<file path="src/rtl/column_shifter_pkg.sv">
// Shared constants, control-bundle type and counter sizing for the LED column shifter.
package column_shifter_pkg;

  localparam int LANES_DEF = 8;
  localparam int WIDTH_DEF = 16;

  // Upstream sequencer strobes, load in the MSB position
  typedef struct packed {
    logic load;
    logic shift;
    logic sclk;
    logic oe_n;
    logic le;
  } ctrl_t;

  // sclk edge counter must be able to hold WIDTH itself
  function automatic int cnt_width(input int width);
    return $clog2(width) + 1;
  endfunction

endpackage

</file>
<file path="src/rtl/column_shifter_if.sv">
// Column-word valid/ready stream between the pattern sequencer and the shifter.
interface column_shifter_if
  import column_shifter_pkg::*;
#(
  parameter int LANES = LANES_DEF,
  parameter int WIDTH = WIDTH_DEF
);

  logic                     data_valid;
  logic                     data_ready;
  logic [LANES*WIDTH-1:0]   data_in;

  modport master (output data_valid, output data_in, input data_ready);
  modport slave  (input data_valid, input data_in, output data_ready);

endinterface

</file>
<file path="src/rtl/column_shifter_lane_shreg.sv">
// One lane: WIDTH-bit parallel-load shift register, MSB first, zero fill. Load beats shift.
module lane_shreg
  import column_shifter_pkg::*;
#(
  parameter int WIDTH = WIDTH_DEF
) (
  input  logic             clk,
  input  logic             reset_n,
  input  logic             load,
  input  logic             shift,
  input  logic [WIDTH-1:0] din,
  output logic             msb
);

  logic [WIDTH-1:0] shreg_r;

  // Load or advance the lane register
  always_ff @(posedge clk or negedge reset_n) begin
    if (!reset_n) begin
      shreg_r <= '0;
    end else if (load) begin
      shreg_r <= din;
    end else if (shift) begin
      shreg_r <= {shreg_r[WIDTH-2:0], 1'b0};
    end else begin
      shreg_r <= shreg_r;
    end
  end

  assign msb = shreg_r[WIDTH-1];

endmodule

</file>
<file path="src/rtl/column_shifter.sv">
// LED driver column shifter: staging buffer, LANES parallel serial lanes, pin retiming and frame checks.
// Build option: COLUMN_SHIFTER_REPEAT_EN repeats the last good word on underrun instead of blanking.
module column_shifter
  import column_shifter_pkg::*;
#(
  parameter int LANES = LANES_DEF,
  parameter int WIDTH = WIDTH_DEF
) (
  input  logic              clk,
  input  logic              reset_n,
  input  logic              load_in,
  input  logic              shift_in,
  input  logic              sclk_in,
  input  logic              oe_n_in,
  input  logic              le_in,
  column_shifter_if.slave   col_if,
  output logic [LANES-1:0]  sdi,
  output logic              sclk,
  output logic              oe_n,
  output logic              le,
  output logic              underrun,
  output logic              misalign
);

  localparam int             CW       = cnt_width(WIDTH);
  localparam logic [CW-1:0]  CNT_MAX  = '1;
  localparam logic [CW-1:0]  CNT_FULL = CW'(WIDTH);
  localparam logic [CW-1:0]  CNT_ONE  = CW'(1);

  ctrl_t                    ctrl_s;
  logic                     stage_full_r;
  logic [LANES*WIDTH-1:0]   stage_data_r;
  logic                     shift_d_r;
  logic                     sclk_r;
  logic                     le_r;
  logic                     oe_n_r;
  logic                     blank_r;
  logic                     underrun_r;
  logic                     misalign_r;
  logic [CW-1:0]            cnt_r;
`ifdef COLUMN_SHIFTER_REPEAT_EN
  logic [LANES*WIDTH-1:0]   last_word_r;
`endif

  logic                     data_ready_s;
  logic                     accept_s;
  logic                     good_load_s;
  logic                     under_load_s;
  logic                     blank_nxt_s;
  logic                     sclk_rise_s;
  logic                     le_rise_s;
  logic [LANES*WIDTH-1:0]   load_word_s;

  assign ctrl_s = {load_in, shift_in, sclk_in, oe_n_in, le_in};

  // Handshake, load classification, edge detection and the word presented to the lanes
  always_comb begin
    data_ready_s = ~stage_full_r | ctrl_s.load;
    accept_s     = col_if.data_valid & data_ready_s;
    good_load_s  = ctrl_s.load & stage_full_r;
    under_load_s = ctrl_s.load & ~stage_full_r;
    sclk_rise_s  = ctrl_s.sclk & ~sclk_r;
    le_rise_s    = ctrl_s.le & ~le_r;
    load_word_s  = '0;
    blank_nxt_s  = blank_r;
    if (stage_full_r) begin
      load_word_s = stage_data_r;
    end else begin
`ifdef COLUMN_SHIFTER_REPEAT_EN
      load_word_s = last_word_r;
`else
      load_word_s = '0;
`endif
    end
    if (good_load_s) begin
      blank_nxt_s = 1'b0;
    end else if (under_load_s) begin
`ifdef COLUMN_SHIFTER_REPEAT_EN
      blank_nxt_s = blank_r;
`else
      blank_nxt_s = 1'b1;
`endif
    end else begin
      blank_nxt_s = blank_r;
    end
  end

  // One-entry staging buffer; a same-cycle accept during load refills it
  always_ff @(posedge clk or negedge reset_n) begin
    if (!reset_n) begin
      stage_full_r <= 1'b0;
      stage_data_r <= '0;
    end else if (accept_s) begin
      stage_full_r <= 1'b1;
      stage_data_r <= col_if.data_in;
    end else if (ctrl_s.load) begin
      stage_full_r <= 1'b0;
    end
  end

`ifdef COLUMN_SHIFTER_REPEAT_EN
  // Remember the last word that really came from staging
  always_ff @(posedge clk or negedge reset_n) begin
    if (!reset_n) begin
      last_word_r <= '0;
    end else if (good_load_s) begin
      last_word_r <= stage_data_r;
    end
  end
`endif

  // Driver pin retiming, blanking and underrun pulse
  always_ff @(posedge clk or negedge reset_n) begin
    if (!reset_n) begin
      shift_d_r  <= 1'b0;
      sclk_r     <= 1'b0;
      le_r       <= 1'b0;
      oe_n_r     <= 1'b1;
      blank_r    <= 1'b1;
      underrun_r <= 1'b0;
    end else begin
      shift_d_r  <= ctrl_s.shift;
      sclk_r     <= ctrl_s.sclk;
      le_r       <= ctrl_s.le;
      oe_n_r     <= ctrl_s.oe_n | blank_nxt_s;
      blank_r    <= blank_nxt_s;
      underrun_r <= under_load_s;
    end
  end

  // Count sclk rises since the last load; a latch with a short or long frame is sticky
  always_ff @(posedge clk or negedge reset_n) begin
    if (!reset_n) begin
      cnt_r      <= '0;
      misalign_r <= 1'b0;
    end else begin
      if (ctrl_s.load) begin
        cnt_r <= '0;
      end else if (sclk_rise_s && (cnt_r != CNT_MAX)) begin
        cnt_r <= cnt_r + CNT_ONE;
      end
      if (le_rise_s && (cnt_r != CNT_FULL)) begin
        misalign_r <= 1'b1;
      end
    end
  end

  for (genvar g = 0; g < LANES; g++) begin : g_lane
    lane_shreg #(.WIDTH(WIDTH)) u_lane (
      .clk     (clk),
      .reset_n (reset_n),
      .load    (ctrl_s.load),
      .shift   (shift_d_r),
      .din     (load_word_s[g*WIDTH +: WIDTH]),
      .msb     (sdi[g])
    );
  end

  assign col_if.data_ready = data_ready_s;
  assign sclk     = sclk_r;
  assign le       = le_r;
  assign oe_n     = oe_n_r;
  assign underrun = underrun_r;
  assign misalign = misalign_r;

endmodule

</file>
<file path="src/flat_wrapper.sv">
// flat-port wrapper written by rule: the top's interface ports become plain ports
module column_shifter_flat import column_shifter_pkg::*;
#(
  parameter int LANES = LANES_DEF,
  parameter int WIDTH = WIDTH_DEF
)
  (clk, reset_n, load_in, shift_in, sclk_in, oe_n_in, le_in, sdi, sclk, oe_n, le, underrun, misalign, col_if_data_valid, col_if_data_in, col_if_data_ready);
  column_shifter_if #(.LANES(LANES), .WIDTH(WIDTH)) col_if_i ();
  input  logic clk;
  input  logic reset_n;
  input  logic load_in;
  input  logic shift_in;
  input  logic sclk_in;
  input  logic oe_n_in;
  input  logic le_in;
  output logic [LANES-1:0] sdi;
  output logic sclk;
  output logic oe_n;
  output logic le;
  output logic underrun;
  output logic misalign;
  input wire logic [$bits(col_if_i.data_valid)-1:0] col_if_data_valid;
  input wire logic [$bits(col_if_i.data_in)-1:0] col_if_data_in;
  output wire logic [$bits(col_if_i.data_ready)-1:0] col_if_data_ready;
  assign col_if_i.data_valid = col_if_data_valid;
  assign col_if_i.data_in = col_if_data_in;
  assign col_if_data_ready = col_if_i.data_ready;
  column_shifter #(.LANES(LANES), .WIDTH(WIDTH)) u_core (.clk(clk), .reset_n(reset_n), .load_in(load_in), .shift_in(shift_in), .sclk_in(sclk_in), .oe_n_in(oe_n_in), .le_in(le_in), .col_if(col_if_i), .sdi(sdi), .sclk(sclk), .oe_n(oe_n), .le(le), .underrun(underrun), .misalign(misalign));
endmodule
</file>
<file path="config.mk">
export PLATFORM = sky130hd
export DESIGN_NAME = column_shifter_flat
export DESIGN_NICKNAME = d
export VERILOG_FILES = /design/src/rtl/column_shifter_pkg.sv /design/src/rtl/column_shifter_if.sv /design/src/rtl/column_shifter_lane_shreg.sv /design/src/rtl/column_shifter.sv /design/src/flat_wrapper.sv
export SDC_FILE = /design/constraint.sdc
export NUM_CORES = 1
export LEC_CHECK = 0
export CORE_MARGIN = 8
export CORE_UTILIZATION = 30
export CTS_CLUSTER_SIZE = 25
export DETAILED_ROUTE_END_ITERATION = 8
export PLACE_DENSITY = 0.54
export SLEW_MARGIN = 5
export SYNTH_ARGS = -nofsm -noshare
export SYNTH_HDL_FRONTEND = slang
export SYNTH_SLANG_ARGS = --single-unit
export TNS_END_PERCENT = 5
</file>
<file path="constraint.sdc">
create_clock -name clk -period 2.18 [get_ports clk]
set_clock_uncertainty 0.2 [all_clocks]
set_input_delay 0.327 -clock clk [delete_from_list [all_inputs] [get_ports clk]]
set_output_delay 0.327 -clock clk [all_outputs]
set_load 0.05 [all_outputs]
</file>
==> results.ini, run 1 <==
[sta]
finalCriticalPeriod_ns = 2.06
slew_headroom_pct = 65.4
setup_violations = 0
finalMaxSlewViolations = 0
fin_tns_setup_ns = 0
fin_crit_sh_pct = 94.5
fmax_mhz = 486
finalHoldViolCount = 0
rsz0062_at_grt = false
worst_slew_pin_slew_ns = 0.521

[routing]
via_per_inst = 4.43
drc = 0
vias = 6942
first_pass_iters = 4
totalWireLength_um = 25500
drtIter0Drc = 342
drtAntennaViolNets = 0
routedWlPerCell_um = 16.3

[finish]
area_growth_pct = 28.6
antenna_cells = 0
stdcell_count = 1566
num-fill-cells = 3708
num-nets-final = 1163
multi_input_area_mm2 = 0.00445
regArea_mm2 = 0.00674
layout-drive-gt1-share_pct = 22.4

[yosys]
synth_common_cells = dfrtp_1 (267), mux2i_1 (122), mux2_4 (120), nand2_1 (120), o21ai_0 (110)
syn_nets = 1000
ys_seq_area_share_pct = 58.0
synth_warnings = 0
yosysTopAreaCell = dfrtp_1
async_flop_share_pct = 100
synth_area_mm2 = 0.0116
syn_inst = 861
yosys_register_bits = 269
yosys_most_used_dff = dfrtp_1
yosysUniqueCellTypes = 31
synth-edff-count = 0
synth_top_area_share_pct = 57.5
syn_avg_cell_area_um2 = 13.5
yosysMostFrequentCell = dfrtp_1
synthTopCellsByArea = dfrtp_1 (58%), mux2_4 (16%), mux2i_1 (11%)

[cts]
clock_latency_ns = 0.55
cts_buffer_depth = 3
h-tree-depth = 1
clk_pin_slew_ns = 0.06
numCtsBuffers = 30
root_buffer = clkbuf_16
tritoncts = done
cts.sinks = 269

[placement]
place_hpwl_um = 16900
io_buffer_count = 149
dp_cells = 1507
gp_congestion = 0.708

[worst_setup_path]
cp_cell_sequence = ha_1, and3_1, ha_1, nor3b_4, nand4_1, mux2_2
path_buf_inv = 0
cp_top_family = simple AND/OR/NAND/NOR gates
crit_required_ns = 2.42
critPathLaunchType = flip-flop
worstPathArrival_ns = 2.30
slowest_delay_ns = 0.41
path_class = reg2reg
end_kind = flip-flop
worstPathMaxFanout = 4
reg2reg_slack_ns = 0.12
worst_path_max_delay_cell = dfrtp_1
cp_common_cell = ha_1

[floorplan]
core_mm2 = 0.0385
dieArea_mm2 = 0.0453
die_h_um = 213
fp.dieW_um = 213
core.rowCount = 72
pin_count = 150
initial_core_util_pct = 30.2

[min_path]
hold_path.class = in2reg

[global_route]
grt_max_degree = 71
antenna_found_initial = 0
grt_pass1_wl_um = 41900
grt-ovfl-total = 0
grt_pass1_vias = 7524
grt_usage_pct = 11.4

[job]
maxCapViolCount = 0

[power]
cellInternalPower_mw = 10.1
peakVddDrop_uv = 475
p_sw_mw = 3.23
pwr-share-comb_pct = 14.8
p_sw_share_pct = 24.3
leakagePower_nw = 6.96
pwr-share-clk_pct = 39.1
cellPowerDensity_mw_per_mm2 = 892
seq_power_share_pct = 46.1

[run_status]
status = finished, final reports clean

-- what timing repair did --
action / 4_1_cts / 5_1_grt
endpoints found under the setup margin: 11 / 1
buffers inserted: 0 / 0
gates resized for setup: 11 / 1
hold endpoints to repair: 270 / 0
hold buffers: 3 / 0
-- cells in the final DEF, fill, tap and decap left out, types with 2 or more instances in the layout --
| cell | count |
|---|---|
| o21ai_1 | 10 |
| clkinv_2 | 7 |
| nor2_1 | 5 |
| buf_4 | 30 |
| dfrtp_1 | 266 |
| mux2_4 | 120 |
| inv_1 | 4 |
| clkbuf_8 | 8 |
| dlygate4sd3_1 | 3 |
| a32o_1 | 8 |
| xnor2_1 | 2 |
| nor2b_1 | 2 |
| mux2_2 | 9 |
| o21ai_0 | 110 |
| clkbuf_16 | 31 |
| dlygate4sd2_1 | 11 |
| clkbuf_1 | 7 |
| dfstp_2 | 2 |
| mux2i_1 | 122 |
| bufinv_16 | 3 |
| buf_12 | 17 |
| clkdlybuf4s50_1 | 133 |
| ha_1 | 3 |
| nand2_1 | 119 |
-- flip-flops by register name, summed over array words and instances (netlist names) --
signal / count
u_core.cnt_r: 5
u_core.shift_d_r: 1
u_core.le: 1
u_core.g_lane.u_lane.shreg_r: 128
u_core.oe_n: 1
u_core.misalign: 1
u_core.blank_r: 1
u_core.stage_full_r: 1
u_core.sclk: 1
u_core.stage_data_r: 128
u_core.underrun: 1
-- cells by family (layout without fill, tap and decap cells) --
family	after synthesis	in the layout	synth area share, %
flip-flops	269	269	58.0
multiplexers	251	251	26.9
AND/OR/NAND/NOR	137	137	4.83
AO/OA/AOI/OAI	130	130	6.00
buffers and inverters	69	256	3.79
adder cells (fa/ha/maj)	3	3	0.323
XOR/XNOR	2	2	0.151
-- worst register-to-register path, cell delays in order (launching register included) --
cell	delay, ns
dfrtp_1	0.41
ha_1	0.22
and3_1	0.18
ha_1	0.22
nor3b_4	0.30
nand4_1	0.14
mux2_2	0.28
-- worst paths after layout --
check	endpoint	startpoint	cells past startpoint
worst max-delay path	u_core.cnt_r[3]$_DFFE_PN0P_	u_core.cnt_r[0]$_DFFE_PN0P_	6
max in group asynchronous	u_core.blank_r$_DFF_PN1_	reset_n	3
worst max register to register	u_core.cnt_r[3]$_DFFE_PN0P_	u_core.cnt_r[0]$_DFFE_PN0P_	6
min in group asynchronous	u_core.stage_data_r[120]$_DFFE_PN0P_	reset_n	2
worst min-delay path	u_core.le$_DFF_PN0_	le_in	1
worst min register to register	u_core.misalign$_DFFE_PN0P_	u_core.misalign$_DFFE_PN0P_	1
-- layout make-up --
cell class / count / area share (%)
clock buffer: 46 / 6.11
clock inverter: 10 / 0.838
inverter: 5 / 0.126
multi-input combinational: 523 / 29.8
sequential: 269 / 45.1
tap: 518 / 4.34
timing repair buffer: 195 / 13.6
-- power groups by stage --
stage | Clock [mW] | Sequential (mW) | Combinational, mW
after global routing | 5.59 | 6.24 | 2.18
after global placement | 0 | 6.23 | 1.99
after detailed placement | 0 | 6.23 | 2.02
final | 5.20 | 6.15 | 1.97
after floorplan | 0 | 6.09 | 1.36
after CTS | 5.39 | 6.15 | 2.02
-- metal layers --
metal,routed length [um],share of wire (%),up-vias,track usage [%]
met5,0,0,-,0
met4,590,2.3,0,2.93
met3,1130,4.4,38,2.64
met2,11500,45,115,17.8
met1,12200,48,3465,15.8
li1,-,-,3324,-
-- through the flow --
step	cell area (um2)	hold WS (ns)	util, %	setup WS [ns]	power [mW]
finish	14900	0.0472	38.8	0.121	13.3
global route	14900	0.0201	38.8	0.0174	14.0
CTS	14900	0.0104	38.8	0.0613	13.6
detailed placement	13900	0.0955	36.1	0.0657	8.25
global placement	13900	0.0949	36.1	0.0936	8.22
floorplan	11600	-0.169	-	0.189	7.46
(Power assumes the default switching activity.)
==> inputs of run 2 (changes only) <==
--- a/config.mk
+++ b/config.mk
@@ -7,9 +7,11 @@
 export LEC_CHECK = 0
 export CORE_MARGIN = 8
 export CORE_UTILIZATION = 30
+export CTS_CLUSTER_DIAMETER = 200
 export CTS_CLUSTER_SIZE = 25
 export DETAILED_ROUTE_END_ITERATION = 8
-export PLACE_DENSITY = 0.54
+export DONT_BUFFER_PORTS = 1
+export PLACE_DENSITY = 0.49
 export SLEW_MARGIN = 5
 export SYNTH_ARGS = -nofsm -noshare
 export SYNTH_HDL_FRONTEND = slang
==> run 2 against run 1 <==
Effect of this change: the run now ends with hold timing left; highest routed layer unchanged; clock power is 44% lower; sequential cell count stayed put; largest cell class unchanged; critical endpoint is now u_core.g_lane[0].u_lane.shreg_r[13]$_DFFE_PN0P_; non-clock buffer count is 25 lower; clock-buffer cell count is 27 lower; sequential share of layout area is 3.0 points higher; core utilization is 2.4 points lower.
==> results.ini, run 2 (synthesis gave the netlist of run 1 again) <==
[run_status]
status = finished with violations  ; was finished, final reports clean
violations = hold timing

[cts]
clock_latency_ns = 0.50  ; was 0.55 ns
tritoncts = done  ; unchanged
h-tree-depth = 1  ; unchanged
hold_buffers = 146  ; was 3
cts_buffer_depth = 3  ; unchanged
clk_pin_slew_ns = 0.10  ; was 0.06 ns
numCtsBuffers = 14  ; was 30
cts.sinks = 269  ; unchanged
root_buffer = clkbuf_16  ; unchanged

[worst_setup_path]
path_class = reg2reg  ; unchanged
r2r_end = u_core.g_lane[0].u_lane.shreg_r[13]$_DFFE_PN0P_  ; was u_core.cnt_r[3]$_DFFE_PN0P_
worstPathMaxFanout = 21  ; was 4
crit_required_ns = 2.42  ; about the same
worst_path_max_delay_cell = dlygate4sd3_1  ; was dfrtp_1
cp_cell_sequence = and2_4, buf_12, nand2_1, o21ai_0, dlygate4sd3_1  ; was ha_1, and3_1, ha_1, nor3b_4, nand4_1, mux2_2
critPathLaunchType = flip-flop  ; unchanged
reg2reg_slack_ns = 0.21  ; was 0.12 ns
end_kind = flip-flop  ; unchanged
cp_top_family = buffers and inverters  ; was simple AND/OR/NAND/NOR gates
path_buf_inv = 2  ; was 0
worstPathArrival_ns = 2.21  ; was 2.30 ns
slowest_delay_ns = 0.57  ; was 0.41 ns
crit_cells = 5  ; was 6
reg2regPathDepth = 5  ; was 6
reg2reg_from = u_core.stage_full_r$_DFFE_PN0P_  ; was u_core.cnt_r[0]$_DFFE_PN0P_
crit_start = u_core.stage_full_r$_DFFE_PN0P_  ; was u_core.cnt_r[0]$_DFFE_PN0P_

[global_route]
antenna_found_initial = 1  ; was 0
grt_usage_pct = 11.3  ; was 11.4%
grt-ovfl-total = 0  ; unchanged
grt_pass1_wl_um = 41800  ; was 41900 um
grt_pass1_vias = 7397  ; was 7524
grt_max_degree = 270  ; was 71

[min_path]
hold_path.class = in2async  ; was in2reg

[power]
p_sw_share_pct = 25.5  ; was 24.3%
seq_power_share_pct = 57.5  ; was 46.1%
peakVddDrop_uv = 574  ; was 475 uV
cellPowerDensity_mw_per_mm2 = 771  ; was 892 mW/mm2
pwr-share-comb_pct = 15.6  ; was 14.8%
pwr-share-clk_pct = 26.9  ; was 39.1%
leakagePower_nw = 6.50  ; was 6.96 nW
p_sw_mw = 2.75  ; was 3.23 mW
cellInternalPower_mw = 8.04  ; was 10.1 mW

[sta]
worst_slew_pin_slew_ns = 0.649  ; was 0.521 ns
setup_violations = 0  ; unchanged
hold_slack_ns = -0.670  ; was 0.0472 ns
finalMaxSlewViolations = 0  ; unchanged
fmax_mhz = 507  ; was 486 MHz
finalHoldViolCount = 269  ; was 0
slew_headroom_pct = 56.8  ; was 65.4%
fin_tns_setup_ns = 0  ; unchanged
rsz0062_at_grt = false  ; unchanged
fin_crit_sh_pct = 90.5  ; was 94.5%
setup_ws_ns = 0.207  ; was 0.121 ns
finalCriticalPeriod_ns = 1.97  ; was 2.06 ns

[routing]
first_pass_iters = 4  ; unchanged
routedWlPerCell_um = 16.8  ; was 16.3 um
totalWireLength_um = 25300  ; was 25500 um
drtIter0Drc = 313  ; was 342
route.met3.wl_um = 970  ; was 1130 um
drc = 0  ; unchanged
via_per_inst = 4.49  ; was 4.43
top_layer_used = met4  ; unchanged
met1_length_um = 12000  ; was 12200 um
met2WireLength_um = 11800  ; was 11500 um
vias = 6765  ; was 6942
drtAntennaViolNets = 0  ; unchanged

[finish]
area_growth_pct = 20.6  ; was 28.6%
final_cell_mix = dfrtp_1 (266), dlygate4sd3_1 (145), mux2i_1 (122)  ; was dfrtp_1 (266), clkdlybuf4s50_1 (133), mux2i_1 (122)
num-nets-final = 1122  ; was 1163
layout_top_registers = u_core.g_lane.u_lane.shreg_r: 128 flops, u_core.stage_data_r: 128 flops, u_core.cnt_r: 5 flops  ; unchanged
final_common_cell = dfrtp_1  ; unchanged
stdcell_count = 1506  ; was 1566
layout-drive-gt1-share_pct = 18.1  ; was 22.4%
num-fill-cells = 3772  ; was 3708

[floorplan]
initial_core_util_pct = 30.2  ; unchanged
dieArea_mm2 = 0.0453  ; unchanged
fp.dieW_um = 213  ; unchanged
core.rowCount = 72  ; unchanged
core_mm2 = 0.0385  ; unchanged
pin_count = 150  ; unchanged
die_h_um = 213  ; unchanged

[placement]
io_buffer_count = 0  ; was 149
dp_worst_setup_slack_ns = 0.241  ; was 0.0657 ns
place_hpwl_um = 14700  ; was 16900 um
dp_cells = 1333  ; was 1507
gp_congestion = 0.699  ; was 0.708

[job]
maxCapViolCount = 0  ; unchanged

[run 2: cell types whose count changed in the layout (fill, tap and decap cells not counted), sizes merged]
cell,before,now
clkbuf,46,19
dlygate4sd3,3,145
bufinv,3,0
clkinv,7,1
clkdlybuf4s50,133,0
buf,48,25
diode,0,1
dlygate4sd2,11,0
[run 2: what timing repair did]
action,CTS,global route
setup endpoints to repair,0,4
endpoints found under the hold margin,529,269
setup buffers,0,6
resized for setup,0,0
[run 2: stage by stage]
| step | util [%] | power (mW) | instance area, um2 |
|---|---|---|---|
| floorplan | - | 7.46 | 11600 |
| global placement | 31.4 | 7.69 | 12100 |
| detailed placement | 31.4 | 7.72 | 12100 |
| CTS | 36.3 | 11.0 | 14000 |
| global route | 36.4 | 11.4 | 14000 |
| finish | 36.4 | 10.8 | 14000 |
[run 2: cell type report]
cell class	count	area, um2	area share, %
multi-input cells	523	4450	31.8
flip-flops and latches	269	6740	48.1
inverters	5	18.8	0.134
clock buffers	19	390	2.79
well taps	518	648	4.63
clock inverters	1	8.76	0.0626
diodes	1	2.50	0.0179
repair buffers	170	1750	12.5
[run 2: power groups by stage]
stage / clock network, mW / registers (mW) / logic, mW
2_1_floorplan: 0 / 6.09 / 1.36
3_3_place_gp: 0 / 6.32 / 1.37
3_5_place_dp: 0 / 6.32 / 1.39
4_1_cts: 3.10 / 6.23 / 1.70
5_1_grt: 3.26 / 6.31 / 1.87
6_report: 2.90 / 6.21 / 1.69
[run 2: how the worst max path moves through the flow]
stage	end
after floorplan	u_core.cnt_r[3]$_DFFE_PN0P_
after global placement	u_core.cnt_r[3]$_DFFE_PN0P_
after detailed placement	u_core.cnt_r[1]$_DFFE_PN0P_
after CTS	u_core.g_lane[0].u_lane.shreg_r[11]$_DFFE_PN0P_
after global routing	u_core.g_lane[0].u_lane.shreg_r[3]$_DFFE_PN0P_
final	u_core.g_lane[0].u_lane.shreg_r[13]$_DFFE_PN0P_
[run 2: metal layers]
layer  track usage [%]  vias to the layer above
li1                  -                     3238
met1              15.5                     3404
met2              18.6                      103
met3              2.01                       20
met4              2.55                        0
met5                 0                        -
==> inputs of run 3 (changes only) <==
--- a/config.mk
+++ b/config.mk
@@ -5,6 +5,7 @@
 export SDC_FILE = /design/constraint.sdc
 export NUM_CORES = 1
 export LEC_CHECK = 0
+export CAP_MARGIN = 20
 export CORE_MARGIN = 8
 export CORE_UTILIZATION = 30
 export CTS_CLUSTER_DIAMETER = 200
==> results of run 3 <==
Final layout, timing and power as in run 2 (identical DEF).
